### config.mk
export PLATFORM = sky130hd
export DESIGN_NAME = fetch_unit_flat
export DESIGN_NICKNAME = d
export VERILOG_FILES = /design/src/rtl/fetch_if.sv /design/src/rtl/fetch_unit.sv /design/src/flat_wrapper.sv
export SDC_FILE = /design/constraint.sdc
export NUM_CORES = 1
export LEC_CHECK = 0
export CORE_ASPECT_RATIO = 0.7
export CORE_UTILIZATION = 50
export DETAILED_ROUTE_END_ITERATION = 6
export GPL_TIMING_DRIVEN = 0
export HOLD_SLACK_MARGIN = 0.08
export PLACE_DENSITY = 0.89
export SYNTH_ARGS = -nofsm -noshare
export SYNTH_HDL_FRONTEND = slang
export SYNTH_SLANG_ARGS = --single-unit
### constraint.sdc
create_clock -name clk -period 4.67 [get_ports clk]
set_input_delay 0.934 -clock clk [delete_from_list [all_inputs] [get_ports clk]]
set_output_delay 0.934 -clock clk [all_outputs]
set_load 0.005 [all_outputs]
### src/rtl/fetch_if.sv
// Fetch unit bus bundle: instruction-memory port, redirect strobe and
// decode-side valid/ready handshake. master = fetch unit, slave = environment.
interface fetch_if #(
  parameter int ADDR_W = 5
);
  logic [ADDR_W-1:0] imem_addr;
  logic              imem_rw;
  logic [31:0]       imem_wdata;
  logic [31:0]       imem_rdata;
  logic              redirect_valid;
  logic [31:0]       redirect_pc;
  logic              ins_valid;
  logic              ins_ready;
  logic [31:0]       ins_out;
  logic [31:0]       ins_pc;

  modport master (
    output imem_addr, imem_rw, imem_wdata,
    input  imem_rdata,
    input  redirect_valid, redirect_pc,
    output ins_valid, ins_out, ins_pc,
    input  ins_ready
  );

  modport slave (
    input  imem_addr, imem_rw, imem_wdata,
    output imem_rdata,
    output redirect_valid, redirect_pc,
    input  ins_valid, ins_out, ins_pc,
    output ins_ready
  );
endinterface

### src/rtl/fetch_unit.sv
// Instruction fetch: one read in flight feeding a 2-entry instruction/PC FIFO,
// with same-cycle redirect. Optional performance counters under FETCH_PERF_CNT_EN.
module fetch_unit #(
  parameter logic [31:0] RESET_PC = 32'h0000_0000,
  parameter int          ADDR_W   = 5
) (
  input  logic        clk,
  input  logic        rst,
  fetch_if.master     bus,
  output logic [31:0] perf_fetched,
  output logic [31:0] perf_stall
);
  localparam logic [0:0] ST_BOOT = 1'b0;
  localparam logic [0:0] ST_RUN  = 1'b1;

  logic [0:0]  state;
  logic [31:0] pc;
  logic        vld_p0;
  logic [31:0] pc_p0;
  logic [31:0] ins_p1 [2];
  logic [31:0] pc_p1  [2];
  logic        rd_ptr;
  logic        wr_ptr;
  logic [1:0]  count;

  logic        redirect;
  logic        pop;
  logic        push;
  logic        issue;
  logic [2:0]  demand;
  logic [31:0] issue_pc;
  logic        unused_lsb;

  // Reset must win over a concurrent redirect so imem_addr shows RESET_PC.
  assign redirect   = bus.redirect_valid & ~rst;
  assign issue_pc   = redirect ? {bus.redirect_pc[31:2], 2'b00} : pc;
  assign unused_lsb = ^bus.redirect_pc[1:0];

  assign pop    = bus.ins_valid & bus.ins_ready;
  assign demand = {1'b0, count} + {2'b00, vld_p0} - {2'b00, pop};
  assign issue  = ~rst & (redirect | (state == ST_BOOT) | (demand <= 3'd1));
  // A redirect cancels the word returning this cycle.
  assign push   = vld_p0 & ~redirect;

  assign bus.imem_addr  = issue_pc[ADDR_W+1:2];
  assign bus.imem_rw    = 1'b1;
  assign bus.imem_wdata = 32'h0000_0000;

  assign bus.ins_valid = (count != 2'd0);
  assign bus.ins_out   = bus.ins_valid ? ins_p1[rd_ptr] : 32'h0000_0000;
  assign bus.ins_pc    = bus.ins_valid ? pc_p1[rd_ptr]  : 32'h0000_0000;

  always_ff @(posedge clk or posedge rst) begin
    if (rst) begin
      state  <= ST_BOOT;
      pc     <= RESET_PC;
      vld_p0 <= 1'b0;
      rd_ptr <= 1'b0;
      wr_ptr <= 1'b0;
      count  <= 2'd0;
    end else begin
      state  <= ST_RUN;
      vld_p0 <= issue;
      if (issue)
        pc <= issue_pc + 32'd4;
      if (redirect) begin
        rd_ptr <= 1'b0;
        wr_ptr <= 1'b0;
        count  <= 2'd0;
      end else begin
        if (push)
          wr_ptr <= ~wr_ptr;
        if (pop)
          rd_ptr <= ~rd_ptr;
        count <= count + {1'b0, push} - {1'b0, pop};
      end
    end
  end

  // ---- stage p0 (read in flight) -> stage p1 (instruction FIFO) ----
  always_ff @(posedge clk) begin
    if (issue)
      pc_p0 <= issue_pc;
    if (push) begin
      ins_p1[wr_ptr] <= bus.imem_rdata;
      pc_p1[wr_ptr]  <= pc_p0;
    end
  end

`ifdef FETCH_PERF_CNT_EN
  logic [31:0] fetched_cnt;
  logic [31:0] stall_cnt;

  always_ff @(posedge clk or posedge rst) begin
    if (rst) begin
      fetched_cnt <= 32'd0;
      stall_cnt   <= 32'd0;
    end else begin
      if (pop)
        fetched_cnt <= fetched_cnt + 32'd1;
      if (bus.ins_valid & ~bus.ins_ready)
        stall_cnt <= stall_cnt + 32'd1;
    end
  end

  assign perf_fetched = fetched_cnt;
  assign perf_stall   = stall_cnt;
`else
  assign perf_fetched = 32'd0;
  assign perf_stall   = 32'd0;
`endif

endmodule
### src/flat_wrapper.sv
// flat-port wrapper written by rule: the top's interface ports become plain ports
module fetch_unit_flat 
#(
  parameter logic [31:0] RESET_PC = 32'h0000_0000,
  parameter int          ADDR_W   = 5
)
  (clk, rst, perf_fetched, perf_stall, bus_imem_addr, bus_imem_rw, bus_imem_wdata, bus_imem_rdata, bus_redirect_valid, bus_redirect_pc, bus_ins_valid, bus_ins_out, bus_ins_pc, bus_ins_ready);
  fetch_if #(.ADDR_W(ADDR_W)) bus_i ();
  input  logic clk;
  input  logic rst;
  output logic [31:0] perf_fetched;
  output logic [31:0] perf_stall;
  output wire logic [$bits(bus_i.imem_addr)-1:0] bus_imem_addr;
  output wire logic [$bits(bus_i.imem_rw)-1:0] bus_imem_rw;
  output wire logic [$bits(bus_i.imem_wdata)-1:0] bus_imem_wdata;
  input wire logic [$bits(bus_i.imem_rdata)-1:0] bus_imem_rdata;
  input wire logic [$bits(bus_i.redirect_valid)-1:0] bus_redirect_valid;
  input wire logic [$bits(bus_i.redirect_pc)-1:0] bus_redirect_pc;
  output wire logic [$bits(bus_i.ins_valid)-1:0] bus_ins_valid;
  output wire logic [$bits(bus_i.ins_out)-1:0] bus_ins_out;
  output wire logic [$bits(bus_i.ins_pc)-1:0] bus_ins_pc;
  input wire logic [$bits(bus_i.ins_ready)-1:0] bus_ins_ready;
  assign bus_imem_addr = bus_i.imem_addr;
  assign bus_imem_rw = bus_i.imem_rw;
  assign bus_imem_wdata = bus_i.imem_wdata;
  assign bus_i.imem_rdata = bus_imem_rdata;
  assign bus_i.redirect_valid = bus_redirect_valid;
  assign bus_i.redirect_pc = bus_redirect_pc;
  assign bus_ins_valid = bus_i.ins_valid;
  assign bus_ins_out = bus_i.ins_out;
  assign bus_ins_pc = bus_i.ins_pc;
  assign bus_i.ins_ready = bus_ins_ready;
  fetch_unit #(.RESET_PC(RESET_PC), .ADDR_W(ADDR_W)) u_core (.clk(clk), .rst(rst), .bus(bus_i), .perf_fetched(perf_fetched), .perf_stall(perf_stall));
endmodule
==> results.sh <==
export IMPL_status="complete, but fails checks"
export IMPL_violations="DRC"
export IMPL_grt_total_usage_pct=21.64
export IMPL_htreeDepth=4
export IMPL_path_class="in2out"
export IMPL_hold_viol=0
export IMPL_p_per_area_nw_per_um2=474.2
export IMPL_fin_nets=1082
export IMPL_fmax_mhz=220.4
export IMPL_fin_crit_sh_pct=97.15
export IMPL_fp_dieW_um=166.1
export IMPL_yosysWarnings=0
export IMPL_clk_latency_ps=440
export IMPL_skew_ps=10.21
export IMPL_synth_ff_latch_count=198
export IMPL_relSlewSlack_pct=38.23
export IMPL_start_util_pct=51.73
export IMPL_rows=41
export IMPL_dr_pass1_iters=7
export IMPL_vias=6190
export IMPL_routed_wl_um=20130
export IMPL_port_buffers=135
export IMPL_min_to="u_core.pc_p1[1][12]"
export IMPL_postCtsSetupBuffers=0
export IMPL_rsz0062_at_grt="no"
export IMPL_fp_dieH_um=116.9
export IMPL_routabilityCongestion=0.8941
export IMPL_final_cells=1259
export IMPL_cts_sinks=198
export IMPL_area_growth_pct=28.25
export IMPL_synth_seq_area_share_pct=61.09
export IMPL_cts_resized=0
export IMPL_ir_drop_v=0.0002318
export IMPL_grt_pass1_wl_um=31840
export IMPL_rr_worst_depth=12
export IMPL_synth_top_cell_by_area="edfxtp_1"
export IMPL_setup_viol_count_final=0
export IMPL_wire_per_inst_um=15.99
export IMPL_die_area_um2=19410
export IMPL_syn_inst=758
export IMPL_hold_class="reg2reg"
export IMPL_drv_cap=0
export IMPL_hold_buffers=0
export IMPL_critPathRequiredTime_ps=3740
export IMPL_path_clk_slew_ps=70
export IMPL_cp_arrival_ps=3600
export IMPL_place_hpwl_um=14250
export IMPL_drive_gt1_share_pct=17.11
export IMPL_antenna_found_initial=0
export IMPL_min_period_ps=4537
export IMPL_synth_top_cell_area_share_pct=51.00
export IMPL_async_reset_ff_share_pct=19.19
export IMPL_crit_fanout=10
export IMPL_fin_tns_setup_ps=0
export IMPL_reg2reg_from="u_core.count[1]"
export IMPL_fin_util_pct=66.35
export IMPL_drt_iter0_drc=579
export IMPL_ant_nets=0
export IMPL_n_antenna_cell=0
export IMPL_rrSetupSlack_ps=1040
export IMPL_synthFlopType="edfxtp_1"
export IMPL_cp_end_kind="output port"
export IMPL_syn_area_per_cell_um2=12.43
export IMPL_netlist_area_um2=9422
export IMPL_grt_max_degree=65
export IMPL_fp_coreArea_um2=18210
export IMPL_p_leak_nw=4.892
export IMPL_synth_most_common_cell="edfxtp_1"
export IMPL_ios=235
export IMPL_numCtsBuffers=17
export IMPL_root_buffer="clkbuf_16"
export IMPL_drc_errors=18
export IMPL_dp_cells=1227
export IMPL_vias_per_cell=4.917
export IMPL_r2r_end="u_core.pc[16]"
export IMPL_cts_tree="done"
export IMPL_critPathLaunchType="primary input"
export IMPL_synth_common_cells="edfxtp_1 (160), nand2_1 (120), buf_4 (102), mux2i_1 (77), nor2_1 (75)"
export IMPL_synth_edff_count=160
export IMPL_cts_max_path_buffers=2
export IMPL_holdPathStages=0
export IMPL_grt_ovfl_total=0
export IMPL_synth_cell_types=50
export IMPL_grt_pass1_vias=6012
export IMPL_report_final_slew_viol_count=0
export IMPL_synth_top_cells_by_area="edfxtp_1 (51%), dfrtp_1 (10%), mux2i_1 (8.2%), buf_4 (8.1%), nand2_1 (4.8%)"
export IMPL_hold_start="u_core.pc_p0[12]"
export IMPL_worst_pin_slew_ps=926.5
## flip-flops by register name, summed over array words and instances, names as in the netlist
register       cells
u_core.count       2
u_core.ins_p1     64
u_core.pc         32
u_core.pc_p0      32
u_core.pc_p1      64
u_core.rd_ptr      1
u_core.state       1
u_core.vld_p0      1
u_core.wr_ptr      1
## where the power goes
part           switching [mW]  internal (mW)  leakage (nW)
Clock                   0.670          0.802         0.277
Sequential              0.178           2.36          1.99
Combinational           0.878          0.840          2.62
Total                    1.73           4.00          4.89
## cell type report
cell class | instances | area [um^2]
Sequential cell | 198 | 5756
Clock inverter | 15 | 168.9
Multi-Input combinational cell | 515 | 3095
Clock buffer | 17 | 425.4
Timing Repair Buffer | 137 | 1399
Tap cell | 236 | 295.3
Buffer | 131 | 905.9
Inverter | 10 | 37.54
Fill cell | 1360 | 6128
## layer usage
metal	GRT usage (%)	routed length, um
met1	29.22	8441
met2	35.02	9513
met3	4.876	1902
met4	7.664	272
met5	0	0
## worst max-delay path, cell delays in order
cell and delay [ps]:
clkdlybuf4s50_1 540, and2b_4 250, buf_6 180, buf_2 290
clkbuf_1 530, nand2_1 110, nand2_1 140, buf_4 120
clkdlybuf4s50_1 490
## worst max path at each step
stage,from,endpoint,cells past startpoint
global route,rst,bus_imem_addr[3],9
global placement,rst,u_core.ins_p1[0][11],7
finish,bus_redirect_valid,bus_imem_addr[3],9
CTS,bus_ins_ready,u_core.pc[16],11
floorplan,rst,u_core.ins_p1[0][0],6
detailed placement,bus_ins_ready,u_core.pc[16],11
## through the flow
stage	power, mW	setup slack [ps]	hold slack [ps]	cell area (um^2)
final	5.730	133.3	445.8	12080
after global placement	4.209	-933.7	423.1	11430
after floorplan	3.518	795.3	421.5	9784
after detailed placement	4.289	-366.3	430.6	11490
after global routing	6.035	46.09	462.2	12080
after CTS	5.761	78.72	448.3	12080
## logic make-up (layout without fill, tap and decap cells)
logic type                 count (synthesis)  in the layout  share of synthesized area [%]
xor gates and xnor gates                  25             25                          2.324
and+or+nand+nor                          251            251                          12.23
muxes                                     92             92                          10.41
AOI/OAI and AO/OA                         45             45                          3.240
buffers and inverters                    141            310                          10.01
adders and majority gates                  4              4                         0.6109
DFF                                      198            198                          61.09
other                                      2             98                        0.07971
## layout by cell type (no fill, tap or decap), types with 4 or more instances in the layout
cell             count
a21oi_1              7
and2_1               7
and3_1              17
buf_1                7
buf_4              102
buf_6                4
clkbuf_1            17
clkbuf_16           17
clkdlybuf4s50_1    135
clkinvlp_4           5
conb_1              98
dfrtp_1             38
edfxtp_1           160
inv_1                8
inv_6                4
mux2_2               9
mux2i_1             77
nand2_1            120
nand3_1              6
nor2_1              75
nor4_2               4
o21ai_0             16
o21ai_1              7
xnor2_1             20
xor2_1               5
Note: power is estimated with default switching activity, not from simulation.
